### config.mk
export PLATFORM = sky130hd
export DESIGN_NAME = block_ram_multi_word_init
export DESIGN_NICKNAME = d
export VERILOG_FILES = /design/src/rtl/block_ram_pkg.sv /design/src/rtl/ram_init_sweeper.sv /design/src/rtl/block_ram_multi_word_init.sv
export SDC_FILE = /design/constraint.sdc
export NUM_CORES = 2
export LEC_CHECK = 0
export CAP_MARGIN = 20
export CORE_ASPECT_RATIO = 0.6
export CORE_MARGIN = 2
export CORE_UTILIZATION = 59
export CTS_BUF_LIST = sky130_fd_sc_hd__clkbuf_8
export DETAILED_ROUTE_END_ITERATION = 10
export PLACE_DENSITY = 0.86
export REMOVE_ABC_BUFFERS = 1
export SYNTH_ARGS = -nofsm -noshare
export SYNTH_HDL_FRONTEND = slang
export SYNTH_SLANG_ARGS = --single-unit
### constraint.sdc
create_clock -name clk -period 5.48 [get_ports clk]
set_clock_uncertainty 0.2 [all_clocks]
set_input_delay 1.096 -clock clk [delete_from_list [all_inputs] [get_ports clk]]
set_output_delay 1.096 -clock clk [all_outputs]
set_load 0.01 [all_outputs]
### src/rtl/block_ram_pkg.sv
// Shared definitions for the multi-word block RAM: sweep FSM encoding and
// the legal string values of the read-policy and output-stage parameters.
package block_ram_pkg;

  typedef enum logic {
    ST_INIT  = 1'b0,
    ST_READY = 1'b1
  } sweep_state_e;

  localparam string RDW_READ_FIRST  = "read_first";
  localparam string RDW_WRITE_FIRST = "write_first";
  localparam string OUT_REG_TRUE    = "true";
  localparam string OUT_REG_FALSE   = "false";

endpackage

### src/rtl/ram_init_sweeper.sv
// Fill-sweep controller: walks every entry once after reset or on request,
// producing the sweep address and write strobe for the RAM array.
module ram_init_sweeper
  import block_ram_pkg::*;
#(
  parameter int DEPTH = 64
) (
  input  logic                     clk,
  input  logic                     rst_n,
  input  logic                     init_start,
  output logic                     init_busy,
  output logic [$clog2(DEPTH)-1:0] sweep_addr,
  output logic                     sweep_we
);

  localparam int AW = $clog2(DEPTH);
  localparam logic [AW-1:0] LAST_ADDR = AW'(DEPTH - 1);

  sweep_state_e  state;
  logic [AW-1:0] addr;

  // NOTE: sequential state uses non-blocking assignments so every flop samples
  // pre-edge values regardless of statement order.
  always_ff @(posedge clk or negedge rst_n) begin
    if (!rst_n) begin
      state <= ST_INIT;
      addr  <= '0;
    end else begin
      case (state)
        ST_INIT: begin
          if (addr == LAST_ADDR) begin
            state <= ST_READY;
            addr  <= '0;
          end else begin
            addr <= addr + 1'b1;
          end
        end
        ST_READY: begin
          if (init_start) begin
            state <= ST_INIT;
            addr  <= '0;
          end
        end
        default: begin
          state <= ST_INIT;
          addr  <= '0;
        end
      endcase
    end
  end

  assign init_busy  = (state == ST_INIT);
  assign sweep_we   = (state == ST_INIT);
  assign sweep_addr = addr;

endmodule

### src/rtl/block_ram_multi_word_init.sv
// Multi-lane block RAM with per-lane write enables, selectable read-during-write
// policy, optional output register, and a fill sweep after reset or on request.
module block_ram_multi_word_init
  import block_ram_pkg::*;
#(
  parameter int                    DATA_WIDTH      = 8,
  parameter int                    DEPTH           = 64,
  parameter int                    NUM_WORDS       = 4,
  parameter string                 RAM_STYLE       = "auto",
  parameter string                 OUTPUT_REGISTER = "false",
  parameter string                 RDW_MODE        = "read_first",
  parameter logic [DATA_WIDTH-1:0] INIT_VALUE      = '1
) (
  input  logic                              clk,
  input  logic                              rst_n,
  input  logic                              init_start,
  output logic                              init_busy,
  input  logic [DATA_WIDTH-1:0]             wr_data,
  input  logic [$clog2(DEPTH)-1:0]          wr_addr,
  input  logic [NUM_WORDS-1:0]              wr_en,
  input  logic [$clog2(DEPTH)-1:0]          rd_addr,
  input  logic                              rd_en,
  output logic [DATA_WIDTH*NUM_WORDS-1:0]   rd_data,
  output logic                              rd_valid
);

  localparam int  AW          = $clog2(DEPTH);
  localparam int  W           = DATA_WIDTH * NUM_WORDS;
  localparam bit  WRITE_FIRST = (RDW_MODE == RDW_WRITE_FIRST);
  localparam bit  RDW_OK      = (RDW_MODE == RDW_READ_FIRST) || WRITE_FIRST;
  localparam bit  OUT_REG     = (OUTPUT_REGISTER == OUT_REG_TRUE);
  localparam bit  OUT_OK      = (OUTPUT_REGISTER == OUT_REG_FALSE) || OUT_REG;
  localparam bit  STYLE_OK    = (RAM_STYLE != "");

  if (!(RDW_OK && OUT_OK && STYLE_OK && DEPTH >= 2)) begin : g_bad_param
    $error("block_ram_multi_word_init: illegal RDW_MODE, OUTPUT_REGISTER, RAM_STYLE or DEPTH");
  end

  logic [AW-1:0] sweep_addr;
  logic          sweep_we;

  ram_init_sweeper #(
    .DEPTH (DEPTH)
  ) u_sweeper (
    .clk        (clk),
    .rst_n      (rst_n),
    .init_start (init_start),
    .init_busy  (init_busy),
    .sweep_addr (sweep_addr),
    .sweep_we   (sweep_we)
  );

  (* ram_style = RAM_STYLE *) logic [W-1:0] mem [DEPTH];

  // NOTE: storage has no reset so it can map onto block RAM; the sweep
  // establishes its contents instead.
  always_ff @(posedge clk) begin
    if (sweep_we) begin
      mem[sweep_addr] <= {NUM_WORDS{INIT_VALUE}};
    end else begin
      for (int k = 0; k < NUM_WORDS; k++) begin
        if (wr_en[k]) mem[wr_addr][k*DATA_WIDTH +: DATA_WIDTH] <= wr_data;
      end
    end
  end

  logic [W-1:0] rd_word;
  logic         rd_fire;

  assign rd_fire = rd_en && !init_busy;

  // NOTE: every combinational output gets a default first so no latch is inferred.
  always_comb begin
    rd_word = mem[rd_addr];
    if (WRITE_FIRST && (wr_addr == rd_addr)) begin
      for (int k = 0; k < NUM_WORDS; k++) begin
        if (wr_en[k]) rd_word[k*DATA_WIDTH +: DATA_WIDTH] = wr_data;
      end
    end
  end

  logic [W-1:0] s1_data;
  logic         s1_valid;

  always_ff @(posedge clk or negedge rst_n) begin
    if (!rst_n) begin
      s1_data  <= '0;
      s1_valid <= 1'b0;
    end else begin
      s1_valid <= rd_fire;
      if (rd_fire) s1_data <= rd_word;
    end
  end

  if (OUT_REG) begin : g_out_reg
    logic [W-1:0] s2_data;
    logic         s2_valid;

    always_ff @(posedge clk or negedge rst_n) begin
      if (!rst_n) begin
        s2_data  <= '0;
        s2_valid <= 1'b0;
      end else begin
        s2_valid <= s1_valid;
        if (s1_valid) s2_data <= s1_data;
      end
    end

    assign rd_data  = s2_data;
    assign rd_valid = s2_valid;
  end else begin : g_no_out_reg
    assign rd_data  = s1_data;
    assign rd_valid = s1_valid;
  end

endmodule

-- Yosys cells after proc, flatten, opt, wreduce, memory -nomap -nowiden
Memory sizes are Yosys's and may differ from the RTL's. A register that Yosys moved wholly into a read port is not among the register bits.
Index checks and enable logic that the tools add are counted.
Widths: inputs -> output; s select.
- word-level logic and storage cells: 33
- output and inout port bits: 34
- RAM bits: 2048
- register bits after elaboration: 8
- input bits: 28
- memories kept: 1
- bitwise gates (word level): 1
- muxes and demuxes: 22
- equal/unequal tests: 2
- $add $sub $neg: 1
- reductions and logical operators: 3
- memory list (name ; depth ; bits a word ; rd ports ; clocked after memory_dff ; write ports ; RTL line ; text):
    mem ; 64 ; 32 ; 1 ; 1 ; 1 ; block_ram_multi_word_init.sv:53 ; (* ram_style = RAM_STYLE *) logic [W-1:0] mem [DEPTH];
- operator list (cell ; number):
    $mux 32 ; 1
    $reduce_or 32->1 ; 1
    $mux 6 ; 3
    $mux 1 ; 15
    $pmux 6 s2 ; 1
    $add 6x1->6 const B ; 1
    $eq 6x6->1 const B ; 1
    $mux 4 ; 1
    $ne 2x2->1 const B ; 1
    $pmux 1 s2 ; 1
    $logic_and 1x1->1 ; 1
    $logic_not 1->1 ; 1
    $not 1->1 ; 1

-- Depth between registers and ports, before layout
- depth in word-level cells: 5
- mapped depth: 10
- depth with buffers taken out: 6

-- By module
A second synthesis with hierarchy kept.
- cell total of the unflattened synthesis: 3966
- area, all modules: 80890.1 µm²
- by module, submodules not included (module ; instances ; seq. area each (µm²) ; cells each ; area each (µm²)):
    block_ram_multi_word_init ; 1 ; 62324.8 ; 3929 ; 80529.7
    ram_init_sweeper ; 1 ; 175.2 ; 37 ; 360.3

-- Least setup slack after synthesis
OpenSTA, ideal clock, no wires.
- path type: input port to flip-flop
- start point: input port wr_en[0]
- end point: memory mem[0][0] in the netlist's numbering, data pin
- stages: 3
- data required time: 4.376 ns
- data arrival time: 5.053 ns
- buffers on the path: 1
- setup slack: -0.677 ns
- library setup time: 0.904 ns
- cells stage by stage: o41a_1 > clkbuf_1 > nand2b_1
- longest elaborated chain between the ends: 5
- RTL lines (element ; RTL line ; text):
    from (decl) ; block_ram_multi_word_init.sv:20 ; input logic [NUM_WORDS-1:0] wr_en,
    $mux 1 ; block_ram_multi_word_init.sv:62 ; if (wr_en[k]) mem[wr_addr][k*DATA_WIDTH +: DATA_WIDTH] <= wr_data;
    $mux 1 ; block_ram_multi_word_init.sv:58 ; if (sweep_we) begin
    $mux 1 (implied by the code) ; block_ram_multi_word_init.sv:62 ;
    $reduce_or 32->1 (no line) ; - ;
    $mux 32 (no line) ; - ;
    to (decl) ; block_ram_multi_word_init.sv:53 ;
Every way passes these cells.

-- Worst setup path in the final report
- start point: input port wr_en[0]
- end point: memory mem[6][14] in the netlist's numbering, enable pin
- longest elaborated chain between the ends: 5
- elaborated cells on any way between the ends: 6
- classes of those cells: 5 x mux; 1 x reduce/logical
- RTL lines (element ; RTL line):
    $mux 1 * ; block_ram_multi_word_init.sv:62
    $mux 1 * ; block_ram_multi_word_init.sv:58
    $mux 1 (implied by the code) * ; block_ram_multi_word_init.sv:62
    $reduce_or 32->1 (no line) * ; -
    $mux 6 (no line) or $mux 4 (tied branches) ; -
Mark *: on every way between the ends. The rest lies on a longest branch, timed or not.

==> qor.yml <==
drt_iter0_drc: 7434
cp-start-kind: "input port"
synthTopCellsByCount: "edfxtp_1 (2048), mux4_2 (384), mux2i_1 (288), nor2_1 (260), a22oi_1 (160)"
drc: 0
row_count: 104
setup_ws_ns: 1.60
drt_first_pass_iters: 6
p_comb_share_pct: 13.0
min_path_type: "input port to asynchronous set/reset pin"
min_period_ns: 3.88
synthCells: 3933
vias: 42429
io_pins: 62
die_h_um: 290
netlist_area_um2: 80500
antenna_found_initial: 7
clock_latency_ns: 1.01
ctsRootBufferMaster: "clkbuf_8"
fillCellCount: 8017
synth_most_common_cell: "edfxtp_1"
vdd_drop_max_mv: 0.327
start_util_pct: 59.7
slew_violations: 0
async_reset_ff_share_pct: 1.92
critPathKind: "input port to flop"
rsz0062_at_grt: "false"
synth_xor_area_share_pct: 0.0217
seq_area_frac_synth_pct: 77.6
cts_tree: "done"
maxCapViolations: 0
power.density_nw_per_um2: 391
synthDistinctLibCells: 45
endpoint_kind: "flop"
multi_input_area_um2: 17000
status: "complete, no violations"
postCtsSetupBuffers: 0
fin_nets: 4226
grt_usage_pct: 28.5
vias_per_cell: 6.85
die_area_um2: 140000
dpl_worst_slack_ns: 0.678
ctsHoldBuffers: 0
dp.cells: 5711
seq_area_um2: 62500
wl_per_cell_um: 32.0
clock-sinks: 2088
htree_num_levels: 5
core_area_um2: 135000
synth_top_family_by_area: "multiplexers"
area_growth_syn_to_layout_pct: 10.5
cts_buffers: 286
leakage_nw: 27.0
period_share_pct: 70.7
clockBufferDepth: 4
synthFlopType: "edfxtp_1"
clkPwrFrac_pct: 31.5
wirelength_um: 198000
place.port_buffers: 61
max_freq_mhz: 258
crit_chain: "clkdlybuf4s50_1 -> o41a_1 -> or4_1 -> o21ai_0 -> buf_4 -> nand2_1 -> nor2_1"
synth_edf_count: 2048
ys_ff_latch: 2088
overflow: 0
synth_warnings: 0
setup_viol: 0
cp_slowest_stage_delay_ns: 0.78
tightest_slew_ns: 1.18
slew_headroom_pct: 20.9
cp.required_ns: 5.87
switching_share_pct: 26.7
crit_fanout: 12
postSynthAreaPerCell_um2: 20.5
grt_pass1_vias: 42329
synth-simple-area-share_pct: 3.12
seqPwrFrac_pct: 55.5
synth_mux_area_share_pct: 14.3
internal_power_w: 0.0255
critical_path_arrival_ns: 4.27
final_cells: 6190
post_cts_resized: 0
slowest_stage: "nor2_1"
grt_start_max_net_pins: 107
synth_adder_area_share_pct: 0.0155
drive_gt1_share_pct: 20.8
die_w_um: 481
final_antenna_net_count: 0
synth_area_leaders: "edfxtp_1 (76%), mux4_2 (11%), mux2i_1 (3.6%)"
grt_first_pass_wirelength_um: 288000
hold_viol: 0
globalplace.congestion: 0.866
yosysTopAreaCell: "edfxtp_1"
dp_hpwl_um: 119000
synth.top_cell.area_share_pct: 76.4
clk_pin_slew_worst_paths_ns: 0.07
power.switching_w: 0.00929
synth_compound_area_share_pct: 3.41
[worst max-delay path: cells and delay by family]
family	cells	cell delay, ns
AOI/OAI and AO/OA	2	0.75
and+or+nand+nor	3	1.69
buffers and inverters	2	0.70
[path summary, 6_finish.rpt]
path                                 start          end  slack, ns  cells past startpoint
min in group clk               rd_data[27]  rd_data[27]       0.32                      1
max in group asynchronous            rst_n  rd_data[29]       4.30                      2
hold / removal                       rst_n  rd_data[13]       0.12                      2
setup / recovery                  wr_en[0]   mem[6][14]       1.60                      7
setup reg to reg           u_sweeper.state   mem[37][0]       1.66                      4
hold reg to reg                rd_data[27]  rd_data[27]       0.32                      1
[flip-flops by register name (all words and copies together), names as in the netlist]
signal and flops:
mem 2048, rd_data 32, rd_valid 1, u_sweeper.state 1, u_sweeper.sweep_addr 6
[power by group through the flow]
stage	Combinational [W]	Sequential, W	Clock [W]
6_report	0.00453	0.0193	0.0109
5_1_grt	0.00468	0.0193	0.0116
4_1_cts	0.00442	0.0193	0.0110
3_5_place_dp	0.00440	0.0196	0
3_3_place_gp	0.00425	0.0195	0
2_1_floorplan	0.00199	0.0197	0
[cells by family (layout without fill, tap and decap cells)]
kind of cell               count (synthesis)  in the layout
and+or+nand+nor                          550            550
other                                      0              5
buffers and inverters                    245            695
DFF                                     2088           2088
muxes                                    673            673
AOI/OAI and AO/OA                        374            374
adders and majority gates                  1              1
xor gates and xnor gates                   2              2
[cells in the final DEF (no fill, tap or decap), drive strengths merged, types with 3 or more instances in the layout]
master,count
edfxtp,2048
mux4,384
clkbuf,307
mux2i,288
nor2,261
a22oi,160
buf,157
inv,102
nand2,86
nand3,68
o22ai,66
clkinv,65
a211oi,62
clkdlybuf4s50,57
dfrtp,40
nand4,36
nor2b,35
or3,33
a21oi,33
a221o,32
nand2b,12
o21ai,7
diode,5
o41ai,5
nand3b,5
bufinv,4
nor4,3
clkinvlp,3
[stage by stage]
stage | util [%] | hold slack [ns] | total power, W | setup TNS [ns] | cell area [µm²]
6_report | 66.0 | 0.116 | 0.0347 | 0 | 89000
5_1_grt | 66.0 | 0.128 | 0.0356 | 0 | 89000
4_1_cts | 66.0 | 0.0423 | 0.0347 | 0 | 89000
3_5_place_dp | 62.3 | 0.304 | 0.0240 | 0 | 84000
3_3_place_gp | 62.3 | 0.304 | 0.0238 | 0 | 84000
2_1_floorplan | - | 0.315 | 0.0217 | -1487.14 | 79300
[layout make-up]
| cell class | instances | area share, % |
|---|---|---|
| clock buffers | 306 | 4.73 |
| repair buffers | 215 | 2.50 |
| diodes | 5 | 0.0141 |
| flip-flops and latches | 2088 | 70.3 |
| well taps | 1802 | 2.53 |
| inverters | 6 | 0.0253 |
| multi-input cells | 1600 | 19.1 |
| clock inverters | 168 | 0.872 |
[routing by layer]
| layer | vias up | wire [µm] | track usage [%] |
|---|---|---|---|
| met5 | - | 105 | 0 |
| li1 | 16820 | - | - |
| met4 | 10 | 6220 | 9.08 |
| met3 | 462 | 31600 | 9.55 |
| met1 | 21356 | 71700 | 41.8 |
| met2 | 3781 | 88700 | 40.9 |
No activity file was read; power rests on OpenSTA's default activity.
